<file path="src/rtl/lfsr_noise_mixer.sv">
// Two-stage valid/ready stage that mixes offset-binary LFSR noise, scaled by a
// power-of-two gain, into signed voice samples with saturation and a clip counter.
module lfsr_noise_mixer #(
    parameter int DW = 16,
    parameter int NW = 8,
    parameter int CW = 8
) (
    input  logic                 clk,
    input  logic                 reset,
    input  logic                 in_valid,
    output logic                 in_ready,
    input  logic signed [DW-1:0] in_sample,
    input  logic        [NW-1:0] noise,
    input  logic        [1:0]    mode,
    input  logic        [3:0]    gain_shift,
    output logic                 out_valid,
    input  logic                 out_ready,
    output logic signed [DW-1:0] out_sample,
    output logic                 out_sat,
    output logic        [CW-1:0] sat_count,
    input  logic                 clear_count
);

    // Headroom for a full-scale sample plus noise shifted by up to 15 bits.
    localparam int W = DW + 16;

    localparam logic signed [W-1:0] MAX_W = {{(W-DW+1){1'b0}}, {(DW-1){1'b1}}};
    localparam logic signed [W-1:0] MIN_W = {{(W-DW+1){1'b1}}, {(DW-1){1'b0}}};

    typedef enum logic [1:0] {
        MODE_BYPASS = 2'b00,
        MODE_MIX    = 2'b01,
        MODE_NOISE  = 2'b10,
        MODE_MUTE   = 2'b11
    } mode_e;

    // Returns {clipped, value} with the value limited to the DW-bit range.
    function automatic logic [DW:0] sat_dw(input logic signed [W-1:0] v);
        logic [DW:0] r;
        if (v > MAX_W)
            r = {1'b1, MAX_W[DW-1:0]};
        else if (v < MIN_W)
            r = {1'b1, MIN_W[DW-1:0]};
        else
            r = {1'b0, v[DW-1:0]};
        return r;
    endfunction

    logic                 vld_p1;
    logic                 vld_p2;
    logic signed [DW-1:0] sample_p1;
    logic        [NW-1:0] noise_p1;
    mode_e                mode_p1;
    logic        [3:0]    shift_p1;

    logic                 adv1;
    logic                 adv2;
    logic signed [NW-1:0] noise_s_p1;
    logic signed [W-1:0]  scaled_p1;
    logic signed [W-1:0]  mix_p1;
    logic        [DW:0]   mix_sat_p1;
    logic        [DW:0]   scaled_sat_p1;
    logic signed [DW-1:0] res_p1;
    logic                 sat_p1;
    logic                 cnt_inc;

    assign adv2      = !vld_p2 || out_ready;
    assign adv1      = !vld_p1 || adv2;
    assign in_ready  = adv1;
    assign out_valid = vld_p2;

    // ---- S1: capture sample, noise and controls together on acceptance
    always_ff @(posedge clk or posedge reset) begin
        if (reset)
            vld_p1 <= 1'b0;
        else if (adv1)
            vld_p1 <= in_valid;
    end

    always_ff @(posedge clk) begin
        if (adv1 && in_valid) begin
            sample_p1 <= in_sample;
            noise_p1  <= noise;
            mode_p1   <= mode_e'(mode);
            shift_p1  <= gain_shift;
        end
    end

    // Offset-binary noise becomes two's complement by flipping the MSB.
    assign noise_s_p1    = {~noise_p1[NW-1], noise_p1[NW-2:0]};
    assign scaled_p1     = {{(W-NW){noise_s_p1[NW-1]}}, noise_s_p1} << shift_p1;
    assign mix_p1        = {{(W-DW){sample_p1[DW-1]}}, sample_p1} + scaled_p1;
    assign mix_sat_p1    = sat_dw(mix_p1);
    assign scaled_sat_p1 = sat_dw(scaled_p1);

    always_comb begin
        res_p1 = sample_p1;
        sat_p1 = 1'b0;
        case (mode_p1)
            MODE_BYPASS: begin
                res_p1 = sample_p1;
                sat_p1 = 1'b0;
            end
            MODE_MIX: begin
                res_p1 = mix_sat_p1[DW-1:0];
                sat_p1 = mix_sat_p1[DW];
            end
            MODE_NOISE: begin
                res_p1 = scaled_sat_p1[DW-1:0];
                sat_p1 = scaled_sat_p1[DW];
            end
            MODE_MUTE: begin
                res_p1 = '0;
                sat_p1 = 1'b0;
            end
            default: begin
                res_p1 = '0;
                sat_p1 = 1'b0;
            end
        endcase
    end

    // ---- S2: output register, held while downstream stalls
    always_ff @(posedge clk or posedge reset) begin
        if (reset) begin
            vld_p2     <= 1'b0;
            out_sample <= '0;
            out_sat    <= 1'b0;
        end else if (adv2) begin
            vld_p2 <= vld_p1;
            if (vld_p1) begin
                out_sample <= res_p1;
                out_sat    <= sat_p1;
            end
        end
    end

    assign cnt_inc = adv2 && vld_p1 && sat_p1;

    // A clear coinciding with a clip leaves that clip counted.
    always_ff @(posedge clk or posedge reset) begin
        if (reset)
            sat_count <= '0;
        else if (clear_count)
            sat_count <= cnt_inc ? {{(CW-1){1'b0}}, 1'b1} : '0;
        else if (cnt_inc && (sat_count != {CW{1'b1}}))
            sat_count <= sat_count + 1'b1;
    end

endmodule

</file>
<file path="config.mk">
export PLATFORM = sky130hd
export DESIGN_NAME = lfsr_noise_mixer
export DESIGN_NICKNAME = d
export VERILOG_FILES = /design/src/rtl/lfsr_noise_mixer.sv
export SDC_FILE = /design/constraint.sdc
export NUM_CORES = 1
export LEC_CHECK = 0
export CAP_MARGIN = 10
export CORE_ASPECT_RATIO = 1.4
export CORE_MARGIN = 2
export CORE_UTILIZATION = 60
export CTS_CLUSTER_SIZE = 25
export DETAILED_ROUTE_END_ITERATION = 8
export PLACE_DENSITY = 0.92
export SLEW_MARGIN = 25
export SYNTH_ARGS = -nofsm -noshare
export SYNTH_HDL_FRONTEND = slang
export SYNTH_SLANG_ARGS = --single-unit
</file>
<file path="constraint.sdc">
create_clock -name clk -period 8.83 [get_ports clk]
set_input_delay 2.2075 -clock clk [delete_from_list [all_inputs] [get_ports clk]]
set_output_delay 2.2075 -clock clk [all_outputs]
set_load 0.01 [all_outputs]
</file>
; Word-level counts from Yosys, hierarchy flattened
; Index checks and enable logic that the tools add are counted.
; W data, S select, Z words.
[op_classes]
n_addsub = 2
magnitude_cmp = 4
n_eq_ne = 4
n_shift = 1
muxes = 9
n_bitwise = 1
n_reduce_logical = 12
[ops]
columns = op, n
row1 = $mux W17, 4
row2 = $gt A32 B16 Y1 const B, 2
row3 = $lt A32 B16 Y1 const B, 2
row4 = $pmux W16 S4, 1
row5 = $add A32 B32 Y32, 1
row6 = $shl A32 B4 Y32, 1
row7 = $mux W8, 2
row8 = $add A8 B1 Y8 const B, 1
row9 = $ne A8 B8 Y1 const B, 1
row10 = $eq A2 B2 Y1 const B, 2
row11 = $logic_and A1 B1 Y1, 4
row12 = $pmux W1 S3, 1
row13 = $eq A2 B1 Y1 const B, 1
row14 = $logic_not A1 Y1, 2
row15 = $logic_not A2 Y1, 1
row16 = $logic_or A1 B1 Y1, 2
row17 = $reduce_and A2 Y1, 1
row18 = $reduce_bool A2 Y1, 1
row19 = $reduce_or A2 Y1, 1
row20 = $mux W1, 1
row21 = $not A1 Y1, 1
[word_totals]
register_bits = 57
input_bits = 35
output_inout_bits = 27
wordCells = 42

; Logic depth before layout (Yosys ltp)
[logic_depth]
word_depth = 11
mapped_depth = 25
mapped_depth_nobuf = 19

; Worst setup path before layout
; OpenSTA, ideal clock, no wires.
[synth_timing]
path_kind = register -> register
startpoint = register shift_p1[0]
endpoint = register sat_count[4]
setup_time_ns = 0.125
arrival_time_ns = 4.804
required_time_ns = 8.705
setup_slack_ns = 3.901
stages_incl_launch_ff = 23
path_buffers = 5
period_less_slack_ns = 4.929
path_cell_list = edfxtp_1 -> buf_6 -> clkbuf_1 -> clkbuf_1 -> mux2i_1 -> mux2i_1 -> a21oi_1 -> mux2i_1 -> ha_1 -> clkbuf_1 -> a21oi_1 -> o21a_1 -> o21ba_2 -> o21ai_0 -> a21oi_1 -> xnor2_1 -> or3_4 -> a2111oi_4 -> a41oi_2 -> a211oi_2 -> buf_6 -> nor3_2 -> mux2_4
[synth_between]
elab_chain_len = 9
word_cells_on_any_way = 14
classes_between = add/sub: 1 / order compare: 4 / shift: 1 / mux: 5 / reduce/logical: 3
[synth_rtl]
columns = item, line
row1 = from (decl), 54  ; logic [3:0] shift_p1;
row2 = from (signal assigned), 85  ; shift_p1 <= gain_shift;
row3 = $shl A32 B4 Y32 (*), 91  ; assign scaled_p1 = {{(W-NW){noise_s_p1[NW-1]}}, noise_s_p1} << shift_p1;
row4 = $add A32 B32 Y32, 92  ; assign mix_p1 = {{(W-DW){sample_p1[DW-1]}}, sample_p1} + scaled_p1;
row5 = $lt A32 B16 Y1, 42  ; else if (v < MIN_W)
row6 = $mux W17, 42
row7 = $mux W17, 40  ; if (v > MAX_W)
row8 = $pmux W1 S3 (*), 99  ; case (mode_p1)
row9 = $logic_and A1 B1 Y1 (*), 138  ; assign cnt_inc = adv2 && vld_p1 && sat_p1;
row10 = $logic_and A1 B1 Y1 (*), 146  ; else if (cnt_inc && (sat_count != {CW{1'b1}}))
row11 = $reduce_bool A2 Y1 (no line) (*), -
row12 = to (signal assigned), 145  ; sat_count <= cnt_inc ? {{(CW-1){1'b0}}, 1'b1} : '0;
row13 = to (signal assigned), 147  ; sat_count <= sat_count + 1'b1;
row14 = to (decl), 20  ; output logic [CW-1:0] sat_count,
; Every way passes the cells marked *; elsewhere a longest branch is shown, timed or not.
; A chain may end at the register's enable or synchronous reset.

; Worst setup path after layout
[layout_timing]
startpoint = register shift_p1[1]
endpoint = register sat_count[4]
; The elaborated chain is that of the path after synthesis.

==> summary.txt <==
Run status
  – Status: finished, final reports clean

Floorplanning
  – Core footprint: ~8100 um^2
  – Die area: around 9000 um^2
  – Die height: roughly 110 um
  – # rows: 39
  – Die X: a little over 80 um
  – Starting density of the core: 0.612
  – Top-Level Pins: between 60 and 70

Flow run
  – Max Cap Viol: 0

STA
  – Setup_tns: 0 ps
  – Number of setup violations in the final report: 0
  – RSZ-0062 raised after global routing: no
  – Max-slew violations: 0
  – Max Clk Rate: between 0.15 and 0.2 GHz
  – Min cycle time layout: 6000 ps
  – Setup Skew: 8.66 ps
  – Final hold viol count: 0
  – Period utilization: 0.679
  – Worst Slack Setup Final: 2830 ps
  – Slew @ Worst Pin: 1040 ps
  – Slew headroom: 0.302

Global routing
  – All-Layer GR Usage: 0.342
  – Gr ovfl total: 0
  – Initial antenna violation count: 0
  – Largest net degree at the start of global routing: 31
  – Vias in the first global route: between 4000 and 5000
  – First-pass GRT wire length: between 20 and 25 mm

Synth
  – Yosys reg bits: 57
  – Synth warn: 0
  – Synth Net Count: approximately 620
  – Syn Area/Cell: 8.67 um^2
  – Ys async rst share: 0.474
  – Cell with the most instances after synthesis: nor2_1
  – Number of synthesized flops with an enable pin: 30
  – Most used DFF post-synth: edfxtp_1
  – Share of the synthesized area in the top cell type: 0.183
  – Count of cell types in the netlist: 85
  – Syn Inst Count: approximately 570
  – Top area cells in the synthesized netlist: edfxtp_1, dfrtp_1, ha_1
  – Sequential area share after synthesis: 0.320
  – Post-Syn Area: roughly 4900 um^2
  – Largest area contributor in the netlist: edfxtp_1
  – Commonest cells post-synth: nor2_1, nand2_1, a21oi_1

Critical path
  – Critical path capture point type: flip-flop
  – Setup CP Type: reg -> reg
  – CP required: ~9000 ps
  – Flop-to-flop setup slack: roughly 2800 ps
  – Arrival time worst endpoint: 6220 ps
  – Critical Path Start Type: flip-flop
  – Worst-path maximum fanout: 24

Clock tree
  – Clock latency on the worst-skew pair: 340 ps
  – Clock sink count: 57
  – CTS Buffer Depth: 2
  – CTS Root Cell: clkbuf_16
  – H-tree Lvls: 3
  – Number of buffers created by CTS: 9
  – Post-CTS Setup Repair Bufs: 0
  – CTS tree: built
  – Hold-fix buffers at CTS: 0
  – CTS clk-pin slew, worst paths: about 60 ps
  – Post-cts gate resize count: 0

Placement
  – IO buf count: 61
  – Final HPWL DP: about 11 mm
  – Routability cong.: between 1 and 1.5
  – Place WS: 3060 ps

Detailed routing
  – Drt first pass iters: 5
  – Drt total wl: approximately 15 mm
  – DR vias: between 4000 and 5000
  – WL per Instance: just over 20 um
  – Starting DRT DRC Count: about 500
  – DR vias/cell: just under 7
  – Routed Antenna Nets: 0
  – Remaining DRCs: 0

Pwr
  – PwrDens: roughly 180 nW/um^2
  – Leak: 2.21 nW
  – Maximum VDD drop: roughly 150 uV

Worst hold path
  – Hold Crit Class: reg -> reg

Finish
  – Fin nets: roughly 670
  – Share of post-route cells with drive strength above 1: 0.0813
  – Sequential cell area: roughly 1600 um^2
  – Ant. Diodes: 0
  – Area grow syn2layout: 17.5%
  – Multi-input logic area: 3120 um^2
  – Layout fillers: 609
## where the power goes
| group | switching, mW | internal (mW) | leakage, nW |
|---|---|---|---|
| clock network | 0.130 | 0.197 | 0.140 |
| registers | 0.0324 | 0.313 | 0.618 |
| logic | 0.218 | 0.164 | 1.45 |
| total | 0.380 | 0.674 | 2.21 |
## final timing paths
| path | depth (start not counted) | start | end |
|---|---|---|---|
| max | 17 | shift_p1[1]$_DFFE_PP_ | sat_count[4]$_DFFE_PP0P_ |
| min | 2 | out_sample[0]$_DFFE_PP0P_ | out_sample[0]$_DFFE_PP0P_ |
| max reg2reg | 17 | shift_p1[1]$_DFFE_PP_ | sat_count[4]$_DFFE_PP0P_ |
| min reg2reg | 2 | out_sample[0]$_DFFE_PP0P_ | out_sample[0]$_DFFE_PP0P_ |
| max in group asynchronous | 2 | reset | out_sample[3]$_DFFE_PP0P_ |
| min in group asynchronous | 2 | reset | out_valid$_DFFE_PP0P_ |
## state kept, by name (all words and copies together), names as in the netlist
| register | flops |
|---|---|
| vld_p1 | 1 |
| mode_p1 | 2 |
| sample_p1 | 16 |
| out_sat | 1 |
| noise_p1 | 8 |
| out_valid | 1 |
| sat_count | 8 |
| shift_p1 | 4 |
| out_sample | 16 |
## placed cells by master, fill, tap and decap left out, types with 7 or more instances in the layout
master	n
dfrtp_1	27
nor2b_1	11
edfxtp_1	30
a21o_1	10
a21oi_1	40
o21ai_0	36
and2_1	10
xnor2_1	19
nor3_1	11
clkdlybuf4s50_1	61
inv_1	17
a31oi_1	16
clkbuf_16	9
nand4_1	7
nand3_1	14
nor2_1	58
mux2i_1	18
o21a_1	7
ha_1	20
nand2_1	57
## worst max-delay path, stage by stage (launching register included)
cell	delay (ps)
edfxtp_1	950
mux2i_1	480
mux2i_1	190
o21ai_0	320
o32ai_1	260
ha_1	460
a21oi_1	280
o21ai_0	160
a31oi_1	340
o21ai_0	160
xor2_1	200
a21oi_1	170
mux2i_1	140
a2111oi_4	350
a41oi_2	250
a211oi_2	750
nor3_2	120
mux2_4	320
## kinds of logic after synthesis
kind of cell               share of synthesized area
AOI/OAI and AO/OA                              0.268
and+or+nand+nor                                0.209
adders and majority gates                     0.0508
buffers and inverters                         0.0475
DFF                                            0.320
muxes                                         0.0622
xor gates and xnor gates                      0.0427
## cell type report
type,instances,share of cell area
well taps,102,0.0221
flip-flops and latches,57,0.273
clock buffers,10,0.0413
inverters,18,0.0117
multi-input cells,462,0.539
repair buffers,62,0.107
clock inverters,6,0.00671
## stage by stage
step	cells	power, mW	cell area (um^2)	hold WS (ps)	utilization
finish	717	1.05	5780	480	0.718
global route	717	1.11	5780	500	0.718
CTS	717	1.05	5780	485	0.718
detailed placement	701	0.719	5500	467	0.684
global placement	701	0.707	5500	470	0.684
floorplan	568	0.594	4920	485	-
## layer usage
layer / share of wire / GRT usage / vias up / wire (um)
met5: 0 / 0 / - / 0
met4: 0.069 / 0.209 / 0 / 1010
met3: 0.067 / 0.0733 / 100 / 979
met2: 0.50 / 0.569 / 289 / 7290
met1: 0.36 / 0.390 / 2249 / 5260
li1: - / - / 2226 / -
Power figures use the tool's default switching activity.
